--- src/rtl/javk_pkg.sv ---
// Shared definitions for the JAVK core register file: default geometry,
// architectural register indices, flag bit positions and the pair-update
// opcode used by javk_pair_incdec.
package javk_pkg;

  localparam int DEF_WIDTH = 8;
  localparam int DEF_NREG  = 16;

  // Architectural register indices. N is skipped so the register letters
  // never read like the negative flag.
  localparam int REG_A     = 0;
  localparam int REG_FLAGS = 1;
  localparam int REG_B     = 2;
  localparam int REG_C     = 3;
  localparam int REG_D     = 4;
  localparam int REG_E     = 5;
  localparam int REG_F     = 6;
  localparam int REG_G     = 7;
  localparam int REG_H     = 8;
  localparam int REG_I     = 9;
  localparam int REG_J     = 10;
  localparam int REG_K     = 11;
  localparam int REG_L     = 12;
  localparam int REG_M     = 13;
  localparam int REG_O     = 14;
  localparam int REG_ZR    = 15;

  // Bit positions inside the flags register.
  localparam int FLAG_CARRY    = 0;
  localparam int FLAG_ZERO     = 1;
  localparam int FLAG_NEGATIVE = 2;
  localparam int FLAG_OVERFLOW = 3;

  // Register-pair update selector.
  typedef enum logic [1:0] {
    PR_HOLD = 2'd0,
    PR_INC  = 2'd1,
    PR_DEC  = 2'd2
  } pr_op_e;

  // Collapse the raw inc/dec strobes; both asserted means hold.
  function automatic pr_op_e pr_op_decode(input logic inc, input logic dec);
    if (inc && !dec)      return PR_INC;
    else if (dec && !inc) return PR_DEC;
    else                  return PR_HOLD;
  endfunction

endpackage

--- src/rtl/javk_pair_incdec.sv ---
// Combinational +1 / -1 / hold on a 2*WIDTH register pair. Arithmetic wraps
// modulo 2^(2*WIDTH); carry and borrow ripple across the byte boundary.
// Shared with the PC and stack-pointer logic.
module javk_pair_incdec
  import javk_pkg::*;
#(
  parameter int WIDTH = DEF_WIDTH
) (
  input  logic [2*WIDTH-1:0] din,
  input  pr_op_e             op,
  output logic [2*WIDTH-1:0] dout
);

  localparam logic [2*WIDTH-1:0] ONE = {{(2*WIDTH-1){1'b0}}, 1'b1};

  // Select the incremented, decremented or unchanged pair value.
  always_comb begin
    case (op)
      PR_INC:  dout = din + ONE;
      PR_DEC:  dout = din - ONE;
      default: dout = din;
    endcase
  end

endmodule

--- src/rtl/javk_regfile.sv ---
// JAVK general-purpose register file: two combinational read ports, one
// synchronous write port, hardwired zero register, masked flags update and a
// post-increment/decrement register-pair port for address generation.
// Build option: JAVK_RF_BYPASS_EN enables write-through forwarding on reads.
module javk_regfile
  import javk_pkg::*;
#(
  parameter  int WIDTH  = DEF_WIDTH,
  parameter  int NREG   = DEF_NREG,
  parameter  int ZR_IDX = NREG - 1,
  parameter  int FL_IDX = REG_FLAGS,
  localparam int AW     = $clog2(NREG)
) (
  input  logic               clk,
  input  logic               rst,
  input  logic [AW-1:0]      ra_sel,
  output logic [WIDTH-1:0]   ra_data,
  input  logic [AW-1:0]      rb_sel,
  output logic [WIDTH-1:0]   rb_data,
  input  logic               wr_en,
  input  logic [AW-1:0]      wr_sel,
  input  logic [WIDTH-1:0]   wr_data,
  input  logic               fl_we,
  input  logic [WIDTH-1:0]   fl_mask,
  input  logic [WIDTH-1:0]   fl_in,
  input  logic [AW-2:0]      pr_sel,
  input  logic               pr_inc,
  input  logic               pr_dec,
  output logic [2*WIDTH-1:0] pr_data,
  output logic [WIDTH-1:0]   flags
);

  logic [WIDTH-1:0]   regs     [NREG];
  logic [WIDTH-1:0]   regs_nxt [NREG];
  logic [WIDTH-1:0]   rval     [NREG];
  logic [AW-1:0]      pr_hi_idx;
  logic [AW-1:0]      pr_lo_idx;
  logic [2*WIDTH-1:0] pair_cur;
  logic [2*WIDTH-1:0] pair_nxt;
  logic [WIDTH-1:0]   pr_hi;
  logic [WIDTH-1:0]   pr_lo;
  pr_op_e             pr_op;

  assign pr_hi_idx = {pr_sel, 1'b0};
  assign pr_lo_idx = {pr_sel, 1'b1};
  assign pr_op     = pr_op_decode(pr_inc, pr_dec);

  // Architectural read view: the zero register always reads 0.
  always_comb begin
    for (int i = 0; i < NREG; i++) begin
      rval[i] = (i == ZR_IDX) ? '0 : regs[i];
    end
  end

  // Pair arithmetic works on pre-edge values, with the zero byte as 0.
  assign pair_cur = {rval[pr_hi_idx], rval[pr_lo_idx]};

  javk_pair_incdec #(
    .WIDTH (WIDTH)
  ) u_incdec (
    .din  (pair_cur),
    .op   (pr_op),
    .dout (pair_nxt)
  );

  // Next-state: later assignments override earlier ones, giving the
  // priority write port > pair update > flags update on any shared byte.
  always_comb begin
    // NOTE: every element gets a default first so no path leaves regs_nxt
    // unassigned, which would otherwise infer latches.
    for (int i = 0; i < NREG; i++) begin
      regs_nxt[i] = regs[i];
    end
    if (fl_we) begin
      regs_nxt[FL_IDX] = (regs[FL_IDX] & ~fl_mask) | (fl_in & fl_mask);
    end
    if (pr_op != PR_HOLD) begin
      regs_nxt[pr_hi_idx] = pair_nxt[2*WIDTH-1:WIDTH];
      regs_nxt[pr_lo_idx] = pair_nxt[WIDTH-1:0];
    end
    if (wr_en) begin
      regs_nxt[wr_sel] = wr_data;
    end
    regs_nxt[ZR_IDX] = '0;
  end

  // Register state with asynchronous clear.
  always_ff @(posedge clk or posedge rst) begin
    // NOTE: this file is built from flops rather than a RAM macro, so the
    // whole array is cleared on reset; a RAM-style array would not be.
    if (rst) begin
      for (int i = 0; i < NREG; i++) begin
        regs[i] <= '0;
      end
    end else begin
      // NOTE: non-blocking here, blocking in the always_comb blocks; mixing
      // them up creates read-before-write races between flops.
      for (int i = 0; i < NREG; i++) begin
        regs[i] <= regs_nxt[i];
      end
    end
  end

`ifdef JAVK_RF_BYPASS_EN
  localparam logic [AW-1:0] ZR_SEL = AW'(ZR_IDX);
  logic fwd_ok;
  // Forward only a real, non-zero-register write, and never during reset.
  assign fwd_ok = wr_en && !rst && (wr_sel != ZR_SEL);
`endif

  // Read ports, optionally forwarding the in-flight write.
  always_comb begin
    ra_data = rval[ra_sel];
    rb_data = rval[rb_sel];
    pr_hi   = rval[pr_hi_idx];
    pr_lo   = rval[pr_lo_idx];
`ifdef JAVK_RF_BYPASS_EN
    if (fwd_ok && (wr_sel == ra_sel))    ra_data = wr_data;
    if (fwd_ok && (wr_sel == rb_sel))    rb_data = wr_data;
    if (fwd_ok && (wr_sel == pr_hi_idx)) pr_hi   = wr_data;
    if (fwd_ok && (wr_sel == pr_lo_idx)) pr_lo   = wr_data;
`endif
  end

  assign pr_data = {pr_hi, pr_lo};
  assign flags   = rval[FL_IDX];

endmodule

--- config.mk ---
export PLATFORM = sky130hd
export DESIGN_NAME = javk_regfile
export DESIGN_NICKNAME = d
export VERILOG_FILES = /design/src/rtl/javk_pkg.sv /design/src/rtl/javk_pair_incdec.sv /design/src/rtl/javk_regfile.sv
export SDC_FILE = /design/constraint.sdc
export NUM_CORES = 1
export LEC_CHECK = 0
export ABC_AREA = 0
export BUFFER_PORTS_ARGS = -buffer_cell sky130_fd_sc_hd__buf_2
export CORE_MARGIN = 2
export CORE_UTILIZATION = 53
export CTS_CLUSTER_DIAMETER = 100
export DETAILED_ROUTE_END_ITERATION = 10
export PLACE_DENSITY_LB_ADDON = 0.3
export SLEW_MARGIN = 40
export SYNTH_ARGS = -nofsm -noshare
export SYNTH_HDL_FRONTEND = slang
export SYNTH_HIERARCHICAL = 1
export SYNTH_SLANG_ARGS = --single-unit
export TNS_END_PERCENT = 30
--- constraint.sdc ---
create_clock -name clk -period 4.3 [get_ports clk]
set_input_delay 0.215 -clock clk [delete_from_list [all_inputs] [get_ports clk]]
set_output_delay 0.215 -clock clk [all_outputs]
set_load 0.005 [all_outputs]
# Yosys cells after proc, flatten, opt, wreduce, memory -nomap -nowiden
# Cells that the tools add are included.
[op_classes]
add_sub_neg = 2
n_lt_le_gt_ge = 8
n_eq_ne = 2
muxes = 27
n_bitwise = 9
n_reduce_logical = 8
[ops]
columns = ["operator", "count"]
rows = [
  ["$bwmux W128", 3],
  ["$mux W128", 2],
  ["$bmux W8 S4", 4],
  ["$demux W8 S4", 3],
  ["$mux W8", 12],
  ["$pmux W16 S2", 1],
  ["$ge A5 B5 Y1 const B", 5],
  ["$not A4 Y5", 5],
  ["$add A16 B1 Y16 const B", 1],
  ["$and A8 B8 Y8", 2],
  ["$sub A16 B1 Y16 const B", 1],
  ["$lt A5 B1 Y1 const B", 3],
  ["$not A8 Y8", 1],
  ["$or A8 B8 Y8", 1],
  ["$logic_and A1 B1 Y1", 5],
  ["$mux W2", 2],
  ["$eq A2 B1 Y1 const B", 1],
  ["$eq A2 B2 Y1 const B", 1],
  ["$logic_not A1 Y1", 2],
  ["$reduce_bool A2 Y1", 1],
]
[totals]
reg_bits = 120
inputBits = 45
output_inout_bits = 40
wordCells = 71

# Logic depth before layout (Yosys ltp)
# Gate-level depths: netlist of the first run.
[depth]
word_depth = 11
mapped_depth = 18
mapped_depth_nobuf = 15

# By module
# Netlist of the first run, hierarchy kept.
[by_module_without_submodules]
columns = ["module", "n_inst", "cells_per_inst", "area_per_inst_um2", "seq_area_each_um2"]
rows = [
  ["javk_regfile", 1, 881, 9048.7, 3002.9],
  ["javk_pair_incdec", 1, 185, 1308.8, 0.0],
]

# Worst setup path before layout of the first run
# No wires, ideal clock.
[synth_path]
path_kind = "input to register"
start = "input pr_sel[1]"
end = "register regs (netlist bit flags[7])"
setup_ps = 65
arrival_ps = 3550
required_ps = 4235
path_slack_ps = 685
stages = 15
n_path_buf = 3
path_cell_list = "buf_4 -> buf_4 -> mux4_2 -> nor2_1 -> a21oi_1 -> clkbuf_1 -> and2_2 -> o21ba_4 -> o21ai_2 -> nand2_1 -> and3_1 -> a2111oi_0 -> nand2_1 -> o21ai_1 -> mux2_2"
[synth_rtl]
columns = ["element", "line", "rtl"]
rows = [
  ["start, declared", "javk_regfile.sv:26", "input logic [AW-2:0] pr_sel,"],
  ["end signal, assigned by index", "javk_regfile.sv:99", "regs[i] <= regs_nxt[i];"],
  ["end, declared", "javk_regfile.sv:33", "logic [WIDTH-1:0] regs [NREG];"],
]

==> metrics, run 1 <==
status=finished, final reports clean; WS Path Type=flip-flop to flip-flop; count of final setup violators=0; CTS Root Cell=clkbuf_16; DP Worst Slack=0.330 ns; cell taking the most area after synthesis=dfrtp_1; Gate power share=between 40 and 50%; Pint=around 3.9 mW; Post-Route Skew=0.0115 ns; Avg Inst Size Synth=9.72 µm²; ys flop type=dfrtp_1; final worst-path setup slack=0.404 ns; I/O Pins=between 80 and 90; clock-pin slew on the worst setup and hold paths=0.06 ns; Hold Crit Class=input pin to flip-flop; Initial Util=53.6%; Placed Area=0.0108 mm²; Synth Instances=1066; Switch Pwr=2.75 mW; startpoint of the worst-slack reg-to-reg timing path=regs[49]$_DFF_PP0_; post-route minimum period=3.90 ns; leakage power=4.64 nW; Post-synth EDFFs=0; Arrival @ worst endpoint=4.25 ns; max_slew headroom=41.3%; synth top area cells=dfrtp_1 29%, mux2i_1 17%, mux4_2 12%; Clock power frac=20.7%; f_max=257 MHz; worst-skew pair later-pin latency=0.44 ns; drt drc=0; Sw Ratio=41.7%; count of different cell masters after synthesis=77; Period Utilization, post-route=90.6%; Seq/Total Area, Yosys=29.0%; maximum clock path buffer count=2; PortBufs=84; wire length per cell=27.0 µm; VDD IR max=0.381 mV; most frequent cells in the layout=180 x mux2i_1, 120 x dfrtp_1, 107 x nand2_1; Reg2Reg Capture Point=regs[62]$_DFF_PP0_; crit-path max FO=8; Synth Register Bits=120; H-tree lvl count=4; Non-Filler Instances=1374; Worst-Margin Slew=0.879 ns; routed vias=9490; Die Span X=about 140 µm; Flop pwr share=between 30% and 40%; CP Launch Type=flip-flop; initial antenna violation count=1; Inst Count DP=1337; gp weighted congestion=0.982; antenna-violating nets left=0; Via density=6.91; drt first pass iters=7; Data required, critical path=between 4 and 5 ns; depth of the worst hold-timing path=4; Power per Cell Area=579 mW/mm²; Nets=1145; fin. max-slew vios=0; core area=0.0193 mm²; clk sinks=120; largest net degree at the start of global routing=52; die area=between 0.02 and 0.025 mm²; number of global-route vias before repair=roughly 9300; Hold Crit Start=wr_sel[0]; CTS tree=done; Initial DRC Count=1106; final setup TNS=0 ns; total of max-cap violations=0; Rows=51; share of the synthesized area in the top cell type=29.0%; slowest stage cell, crit path=xnor2_1; R2R cell count=14; remaining global-route overflow=0; Layout area overhead=10.1%; ratio of cells with drive above 1 in the final layout=24.8%; crit-path cells=mux4_2, nor2_1, a21oi_1, buf_2, xor2_1, ha_1, nand4bb_1, nand4_1, a311oi_1, a211oi_1, mux2i_1, xnor2_1, mux2i_1, a21oi_1; FF-to-FF setup slack=0.40 ns; post-CTS setup buffers=0; RSZ-0062 raised after global routing=false; dpl hpwl=24.5 mm; critical path endpoint category=flip-flop; Inserted Clock Buffers=17; GRT Overall Usage=36.7%; Post-Syn Nets=approximately 1100; design area=0.0114 mm²; Design Power=6.60 mW; hold endpoint=regs[124]$_DFF_PP0_; yosys warns=6; Chip Height=144 µm; Cell Area, Synth=0.0104 mm²; largest stage delay on the critical path=0.67 ns; total wire length=37.0 mm; Hold Vio Cnt, Final=0; first-pass GRT wire length=between 50 and 60 mm; commonest non-fill, non-tap cell in the layout=mux2i_1; ys async rst share=100%
==> power by group through the flow <==
stage	Clock [mW]	Combinational, mW	Sequential (mW)
after global placement	0	2.77	2.25
final	1.36	2.91	2.32
after CTS	1.35	2.85	2.27
after floorplan	0	2.15	2.02
after global routing	1.40	3.13	2.36
after detailed placement	0	2.83	2.28
==> area by class of cell <==
type                    instances  area (µm²)
clock inverters                13         105
multi-input cells             807        6640
clock buffers                  19         443
flip-flops and latches        120        3000
fillers                      1659        7940
inverters                      17        66.3
repair buffers                132         811
well taps                     265         332
diodes                          1        2.50
==> worst max-delay path by stage <==
stage | end | from
after global routing | regs[110]$_DFF_PP0_ | regs[97]$_DFF_PP0_
after global placement | regs[59]$_DFF_PP0_ | pr_sel[0]
after CTS | regs[62]$_DFF_PP0_ | regs[49]$_DFF_PP0_
after detailed placement | regs[107]$_DFF_PP0_ | pr_sel[0]
final | regs[62]$_DFF_PP0_ | regs[49]$_DFF_PP0_
after floorplan | flags[7]$_DFF_PP0_ | pr_sel[1]
==> synth_stat cells, drive strengths merged (4+ instances only) <==
library cell	number
a21o	17
a21oi	57
a221o	16
a221oi	16
and3	19
buf	79
clkbuf	43
dfrtp	120
ha	5
inv	17
mux2	17
mux2i	180
mux4	56
nand2	108
nand2b	11
nand3	5
nand3b	4
nor2	70
nor2b	7
nor3	12
nor3b	4
o211ai	4
o21ai	103
o221ai	17
o31a	4
or3	6
xnor2	8
xor2	9
==> through the flow <==
| step | utilization (%) | hold slack [ns] |
|---|---|---|
| finish | 59.0 | 0.159 |
| global route | 59.0 | 0.171 |
| CTS | 58.8 | 0.146 |
| detailed placement | 55.9 | 0.336 |
| global placement | 55.6 | 0.331 |
| floorplan | - | 0.366 |
==> layer usage <==
metal	GRT usage [%]	vias up	wire (µm)	share of wire (%)
met2	56.5	776	16700	45
met5	0	-	0	0
met4	20.9	0	2130	5.7
met1	47.1	4502	13900	37
met3	9.53	173	4360	12
li1	-	4039	-	-
==> cells by family (layout without fill, tap and decap cells) <==
logic type                 Yosys count  after routing  share of synthesized area, %
and+or+nand+nor                    273            273                          13.3
AOI/OAI and AO/OA                  259            259                          16.3
muxes                              253            253                          31.4
buffers and inverters              139            181                          7.90
DFF                                120            120                          29.0
xor gates and xnor gates            17             17                          1.44
adders and majority gates            5              5                         0.604
other                                0              1                             0
==> registers in the layout, indices dropped and copies added (netlist names) <==
name,cells
flags,8
regs,112
==> what timing repair did <==
| action | CTS | global route |
|---|---|---|
| endpoints found under the hold margin | 45 | 0 |
| resized for setup | 0 | 0 |
| hold buffers | 1 | 0 |
==> critical path: cells and delay by family, from the launching register on <==
kind                     cells  cell delay (ns)
multiplexers                 3             0.82
XOR/XNOR                     2             0.82
AO/OA/AOI/OAI                4             0.75
AND/OR/NAND/NOR              3             0.55
flip-flops                   1             0.45
adder cells (fa/ha/maj)      1             0.23
buffers and inverters        1             0.21
No activity file was read; power rests on OpenSTA's default activity.
==> run 2, diff against run 1 <==
--- a/config.mk
+++ b/config.mk
@@ -8,7 +8,7 @@
 export ABC_AREA = 0
 export BUFFER_PORTS_ARGS = -buffer_cell sky130_fd_sc_hd__buf_2
 export CORE_MARGIN = 2
-export CORE_UTILIZATION = 53
+export CORE_UTILIZATION = 30
 export CTS_CLUSTER_DIAMETER = 100
 export DETAILED_ROUTE_END_ITERATION = 10
 export PLACE_DENSITY_LB_ADDON = 0.3
==> metrics, run 2 (synthesis results as in run 1) <==
worst-skew pair later-pin latency=0.43 ns (was 0.44 ns); antenna-violating nets left=0 (unchanged); drt drc=0 (unchanged); most frequent cells in the layout=180 x mux2i_1, 120 x dfrtp_1, 107 x nand2_1 (unchanged); Inst Count DP=1537 (was 1337); RSZ-0062 raised after global routing=false (unchanged); Setup crit end=regs[62]$_DFF_PP0_ (unchanged); H-tree lvl count=4 (unchanged); largest net degree at the start of global routing=56 (was 52); status=finished, final reports clean (unchanged); Die Span X=190 µm (was 144 µm); fin util=34.5% (was 59.0%); fin. max-slew vios=0 (unchanged); Fill cells=3476 (was 1659); CTS tree=done (unchanged); f_max=256 MHz (was 257 MHz); initial antenna violation count=0 (was 1); Layout area overhead=14.1% (was 10.1%); Chip Height=190 µm (was 144 µm); max reg flops=112 (unchanged); I/O Pins=85 (unchanged); Hold Crit Class=input pin to flip-flop (unchanged); hold_ws=0.170 ns (was 0.159 ns); met3 usage=4.24% (was 9.53%); Pint=4.07 mW (was 3.85 mW); CP Launch Type=flip-flop (unchanged); Non-Filler Instances=1572 (was 1374); total of max-cap violations=0 (unchanged); Design Power=6.87 mW (was 6.60 mW); PortBufs=84 (unchanged); leakage power=4.72 nW (was 4.64 nW); Clock power frac=22.8% (was 20.7%); post-route minimum period=3.90 ns (about the same); commonest non-fill, non-tap cell in the layout=mux2i_1 (unchanged); VDD IR max=0.268 mV (was 0.381 mV); clk sinks=120 (unchanged); number of global-route vias before repair=8841 (was 9298); GRT Overall Usage=22.3% (was 36.7%); Worst-Margin Slew=0.820 ns (was 0.879 ns); Rows=68 (was 51); n_diodes=0 (was 1); Initial Util=30.2% (was 53.6%); dpl hpwl=27.5 mm (was 24.5 mm); Power per Cell Area=581 mW/mm² (was 579 mW/mm²); Data required, critical path=4.65 ns (was 4.66 ns); R2R cell count=14 (unchanged); # resized after CTS=0 (unchanged); core area=0.0343 mm² (was 0.0193 mm²); startpoint of the worst-slack reg-to-reg timing path=flags[1]$_DFF_PP0_ (was regs[49]$_DFF_PP0_); critical path endpoint category=flip-flop (unchanged); met2 Use GR=35.1% (was 56.5%); crit-path max FO=10 (was 8); drt first pass iters=5 (was 7); clock-pin slew on the worst setup and hold paths=0.06 ns (about the same); Reg2Reg Capture Point=regs[62]$_DFF_PP0_ (unchanged); Via density=5.84 (was 6.91); count of final setup violators=0 (unchanged); post-CTS setup buffers=0 (unchanged); WS Path Type=flip-flop to flip-flop (unchanged); Period Utilization, post-route=90.7% (was 90.6%); Nets=1154 (was 1145); Top Usage Layer GRT=met2 (unchanged); first-pass GRT wire length=59.5 mm (was 56.1 mm); final worst-path setup slack=0.400 ns (was 0.404 ns); Sw Ratio=40.8% (was 41.7%); Post-Route Skew=0.0132 ns (was 0.0115 ns); CTS Root Cell=clkbuf_16 (unchanged); Arrival @ worst endpoint=4.25 ns (about the same); gp weighted congestion=0.908 (was 0.982); Hold Vio Cnt, Final=0 (unchanged); wire length per cell=25.4 µm (was 27.0 µm); total wire length=39.9 mm (was 37.0 mm); met1 usage=30.2% (was 47.1%); remaining global-route overflow=0 (unchanged); ratio of cells with drive above 1 in the final layout=25.8% (was 24.8%); FF-to-FF setup slack=0.40 ns (about the same); Inserted Clock Buffers=17 (unchanged); maximum clock path buffer count=2 (unchanged); Initial DRC Count=1039 (was 1106); final setup TNS=0 ns (unchanged); Reg with most FFs=regs (unchanged); design area=0.0118 mm² (was 0.0114 mm²); Switch Pwr=2.80 mW (was 2.75 mW); max_slew headroom=45.4% (was 41.3%); DP Worst Slack=0.315 ns (was 0.330 ns); Flop pwr share=34.0% (was 35.2%); routed vias=9179 (was 9490); Placed Area=0.0111 mm² (was 0.0108 mm²); Gate power share=43.1% (was 44.2%); die area=0.0360 mm² (was 0.0207 mm²); worst setup path start=flags[1]$_DFF_PP0_ (was regs[49]$_DFF_PP0_)
## run 2: worst min path at each step
stage / end / slack [ns] / from / cells past startpoint
floorplan: flags[0]$_DFF_PP0_ / 0.37 / wr_data[0] / 1
finish: regs[66]$_DFF_PP0_ / 0.17 / wr_data[2] / 3
global route: regs[26]$_DFF_PP0_ / 0.19 / wr_data[2] / 3
global placement: regs[100]$_DFF_PP0_ / 0.40 / rst / 2
detailed placement: regs[84]$_DFF_PP0_ / 0.40 / rst / 2
CTS: regs[66]$_DFF_PP0_ / 0.15 / wr_data[2] / 3
## run 2: critical path: stages (launching register included)
cell and delay (ns):
dfrtp_1 0.48, mux4_2 0.51, nor2_1 0.16, a21oi_1 0.06
buf_4 0.21, xor2_1 0.15, ha_1 0.24, nand4bb_1 0.11
nand4_1 0.27, a311oi_1 0.39, a211oi_1 0.10, mux2i_1 0.16
xnor2_1 0.60, mux2i_1 0.17, a21oi_1 0.19
## run 2: power by group through the flow
stage	clock, mW	combinational (mW)	sequential (mW)
after floorplan	0	2.15	2.02
after global placement	0	2.88	2.31
after detailed placement	0	2.93	2.30
after CTS	1.58	2.94	2.29
after global routing	1.63	3.20	2.38
final	1.57	2.96	2.34
## run 2: routing by layer
metal	vias up	share of wire [%]
li1	4037	-
met1	4503	42
met2	553	46
met3	86	9.1
met4	0	3.7
met5	-	0
## run 2: timing repair
item,CTS,global route
endpoints found under the setup margin,0,0
endpoints found under the hold margin,53,0
hold buffers,1,0
## run 2: layout make-up
| cell class | instances | area, µm² | area share [%] |
|---|---|---|---|
| Inverter | 17 | 68.8 | 0.582 |
| Clock buffer | 20 | 457 | 3.86 |
| Tap cell | 455 | 569 | 4.82 |
| Multi-Input combinational cell | 807 | 6670 | 56.4 |
| Timing Repair Buffer | 141 | 876 | 7.41 |
| Clock inverter | 12 | 174 | 1.47 |
| Sequential cell | 120 | 3000 | 25.4 |
==> run 3, diff against run 2 <==
==> constraint.sdc (replaced) <==
create_clock -name clk -period 3.5 [get_ports clk]
set_input_delay 0.175 -clock clk [delete_from_list [all_inputs] [get_ports clk]]
set_output_delay 0.175 -clock clk [all_outputs]
set_load 0.005 [all_outputs]
==> metrics, run 3 (synthesis results as in run 1) <==
dpl hpwl=29.4 mm (was 27.5 mm); first-pass GRT wire length=61.5 mm (was 59.5 mm); number of global-route vias before repair=9133 (was 8841); depth of the worst hold-timing path=3 (unchanged); worst-skew pair later-pin latency=0.44 ns (was 0.43 ns); PortBufs=84 (unchanged); f_max=298 MHz (was 256 MHz); GRT Overall Usage=23.1% (was 22.3%); Data required, critical path=3.86 ns (was 4.65 ns); count of final setup violators=0 (unchanged); drt drc=0 (unchanged); fin util=36.0% (was 34.5%); Design Power=8.79 mW (was 6.87 mW); Nets=1206 (was 1154); routed vias=9460 (was 9179); CTS tree=done (unchanged); startpoint of the worst-slack reg-to-reg timing path=regs[86]$_DFF_PP0_ (was flags[1]$_DFF_PP0_); max_slew headroom=46.7% (was 45.4%); Die Span X=190 µm (unchanged); WS Path Type=flip-flop to flip-flop (unchanged); fin. max-slew vios=0 (unchanged); WP buf/inv=2 (was 1); Initial Util=30.2% (unchanged); total wire length=41.3 mm (was 39.9 mm); hold endpoint=regs[34]$_DFF_PP0_ (was regs[66]$_DFF_PP0_); Initial DRC Count=1148 (was 1039); VDD IR max=0.354 mV (was 0.268 mV); post-route minimum period=3.36 ns (was 3.90 ns); Power per Cell Area=713 mW/mm² (was 581 mW/mm²); core area=0.0343 mm² (unchanged); Hold Crit Start=wr_data[2] (unchanged); total of max-cap violations=0 (unchanged); slowest stage cell, crit path=or4b_4 (was xnor2_1); die area=0.0360 mm² (unchanged); remaining global-route overflow=0 (unchanged); leakage power=5.00 nW (was 4.72 nW); largest net degree at the start of global routing=68 (was 56); Chip Height=190 µm (unchanged); final worst-path setup slack=0.143 ns (was 0.400 ns); CTS Root Cell=clkbuf_16 (unchanged); H-tree lvl count=4 (unchanged); crit-path max FO=8 (was 10); crit-path cells=mux4_2, nor2_1, a21oi_2, buf_4, or4b_4, o21ai_2, o21ai_4, or4b_4, o211ai_2, xor2_1, buf_4, mux2i_1, a21oi_1 (was mux4_2, nor2_1, a21oi_1, buf_4, xor2_1, ha_1, nand4bb_1, nand4_1, a311oi_1, a211oi_1, mux2i_1, xnor2_1, mux2i_1, a21oi_1); ratio of cells with drive above 1 in the final layout=29.5% (was 25.8%); antenna-violating nets left=0 (unchanged); max reg flops=112 (unchanged); commonest non-fill, non-tap cell in the layout=mux2i_1 (unchanged); Hold Crit Class=input pin to flip-flop (unchanged); Post-Route Skew=0.0104 ns (was 0.0132 ns); Worst-Margin Slew=0.798 ns (was 0.820 ns); Period Utilization, post-route=95.9% (was 90.7%); R2R cell count=13 (was 14); Reg2Reg Capture Point=regs[47]$_DFF_PP0_ (was regs[62]$_DFF_PP0_); FF-to-FF setup slack=0.14 ns (was 0.40 ns); gp weighted congestion=0.921 (was 0.908); crit-path leading delay family=simple AND/OR/NAND/NOR gates (was multiplexers); critical path endpoint category=flip-flop (unchanged); Inserted Clock Buffers=17 (unchanged); drt first pass iters=5 (unchanged); wire length per cell=25.4 µm (about the same); Hold Vio Cnt, Final=0 (unchanged); Rows=68 (unchanged); Arrival @ worst endpoint=3.72 ns (was 4.25 ns); I/O Pins=85 (unchanged); most frequent cells in the layout=180 x mux2i_1, 119 x dfrtp_1, 107 x nand2_1 (was 180 x mux2i_1, 120 x dfrtp_1, 107 x nand2_1); clock-pin slew on the worst setup and hold paths=0.06 ns (about the same); Layout area overhead=19.1% (was 14.1%); largest stage delay on the critical path=0.55 ns (was 0.60 ns); initial antenna violation count=0 (unchanged); status=finished, final reports clean (unchanged); n_diodes=0 (unchanged); hold_ws=0.123 ns (was 0.170 ns); clk sinks=120 (unchanged); Reg with most FFs=regs (unchanged); DP Worst Slack=-0.0853 ns (was 0.315 ns); RSZ-0062 raised after global routing=false (unchanged); CP Launch Type=flip-flop (unchanged); Via density=5.83 (was 5.84); maximum clock path buffer count=2 (unchanged)
-- run 3: metrics by stage --
stage / setup TNS, ns / area (µm²) / instances
floorplan: 0 / 10400 / 1066
global placement: -0.731 / 11600 / 1587
detailed placement: -0.974 / 11600 / 1589
CTS: 0 / 12300 / 1622
global route: 0 / 12300 / 1624
finish: 0 / 12300 / 1624
-- run 3: what timing repair did --
| item | in CTS | in global routing |
|---|---|---|
| setup buffers | 0 | 2 |
| gates resized for setup | 0 | 10 |
| hold buffers | 1 | 0 |
| endpoints found under the hold margin | 66 | 0 |
| endpoints found under the setup margin | 0 | 27 |
-- run 3: final cells by class --
type | instances | area [µm²]
well taps | 455 | 569
clock inverters | 10 | 140
repair buffers | 193 | 1360
flip-flops and latches | 120 | 3000
inverters | 17 | 68.8
clock buffers | 22 | 484
multi-input cells | 807 | 6710
fillers | 3428 | 22000
-- run 3: report_power, final --
group | total, mW | leakage [nW] | internal (mW) | switching [mW]
registers | 2.86 | 1.45 | 2.03 | 0.833
logic | 4.04 | 3.25 | 2.01 | 2.03
clock network | 1.89 | 0.299 | 1.20 | 0.698
-- run 3: worst register-to-register path, cell delays in order, from the launching register on --
cell and delay (ns):
dfrtp_1 0.44, mux4_2 0.47, nor2_1 0.15, a21oi_2 0.08, buf_4 0.16, or4b_4 0.55
o21ai_2 0.12, o21ai_4 0.12, or4b_4 0.49, o211ai_2 0.11, xor2_1 0.17, buf_4 0.18
mux2i_1 0.08, a21oi_1 0.18
-- run 3: metal layers --
| metal | up-vias | part of all wire, % | global-route usage, % |
|---|---|---|---|
| met5 | - | 0 | 0 |
| met1 | 4704 | 43 | 31.4 |
| met3 | 87 | 8.8 | 5.15 |
| li1 | 4155 | - | - |
| met4 | 0 | 3.0 | 7.81 |
| met2 | 514 | 45 | 36.2 |
-- run 3: worst max-delay path by stage --
stage	cells after the start	slack, ns	end	startpoint
finish	13	0.14	regs[47]$_DFF_PP0_	regs[86]$_DFF_PP0_
global route	13	0.001	regs[31]$_DFF_PP0_	regs[86]$_DFF_PP0_
CTS	14	0.08	regs[110]$_DFF_PP0_	regs[17]$_DFF_PP0_
detailed placement	13	-0.09	regs[110]$_DFF_PP0_	pr_sel[0]
global placement	13	-0.10	regs[94]$_DFF_PP0_	pr_sel[0]
floorplan	1	0.14	flags[0]$_DFF_PP0_	rst
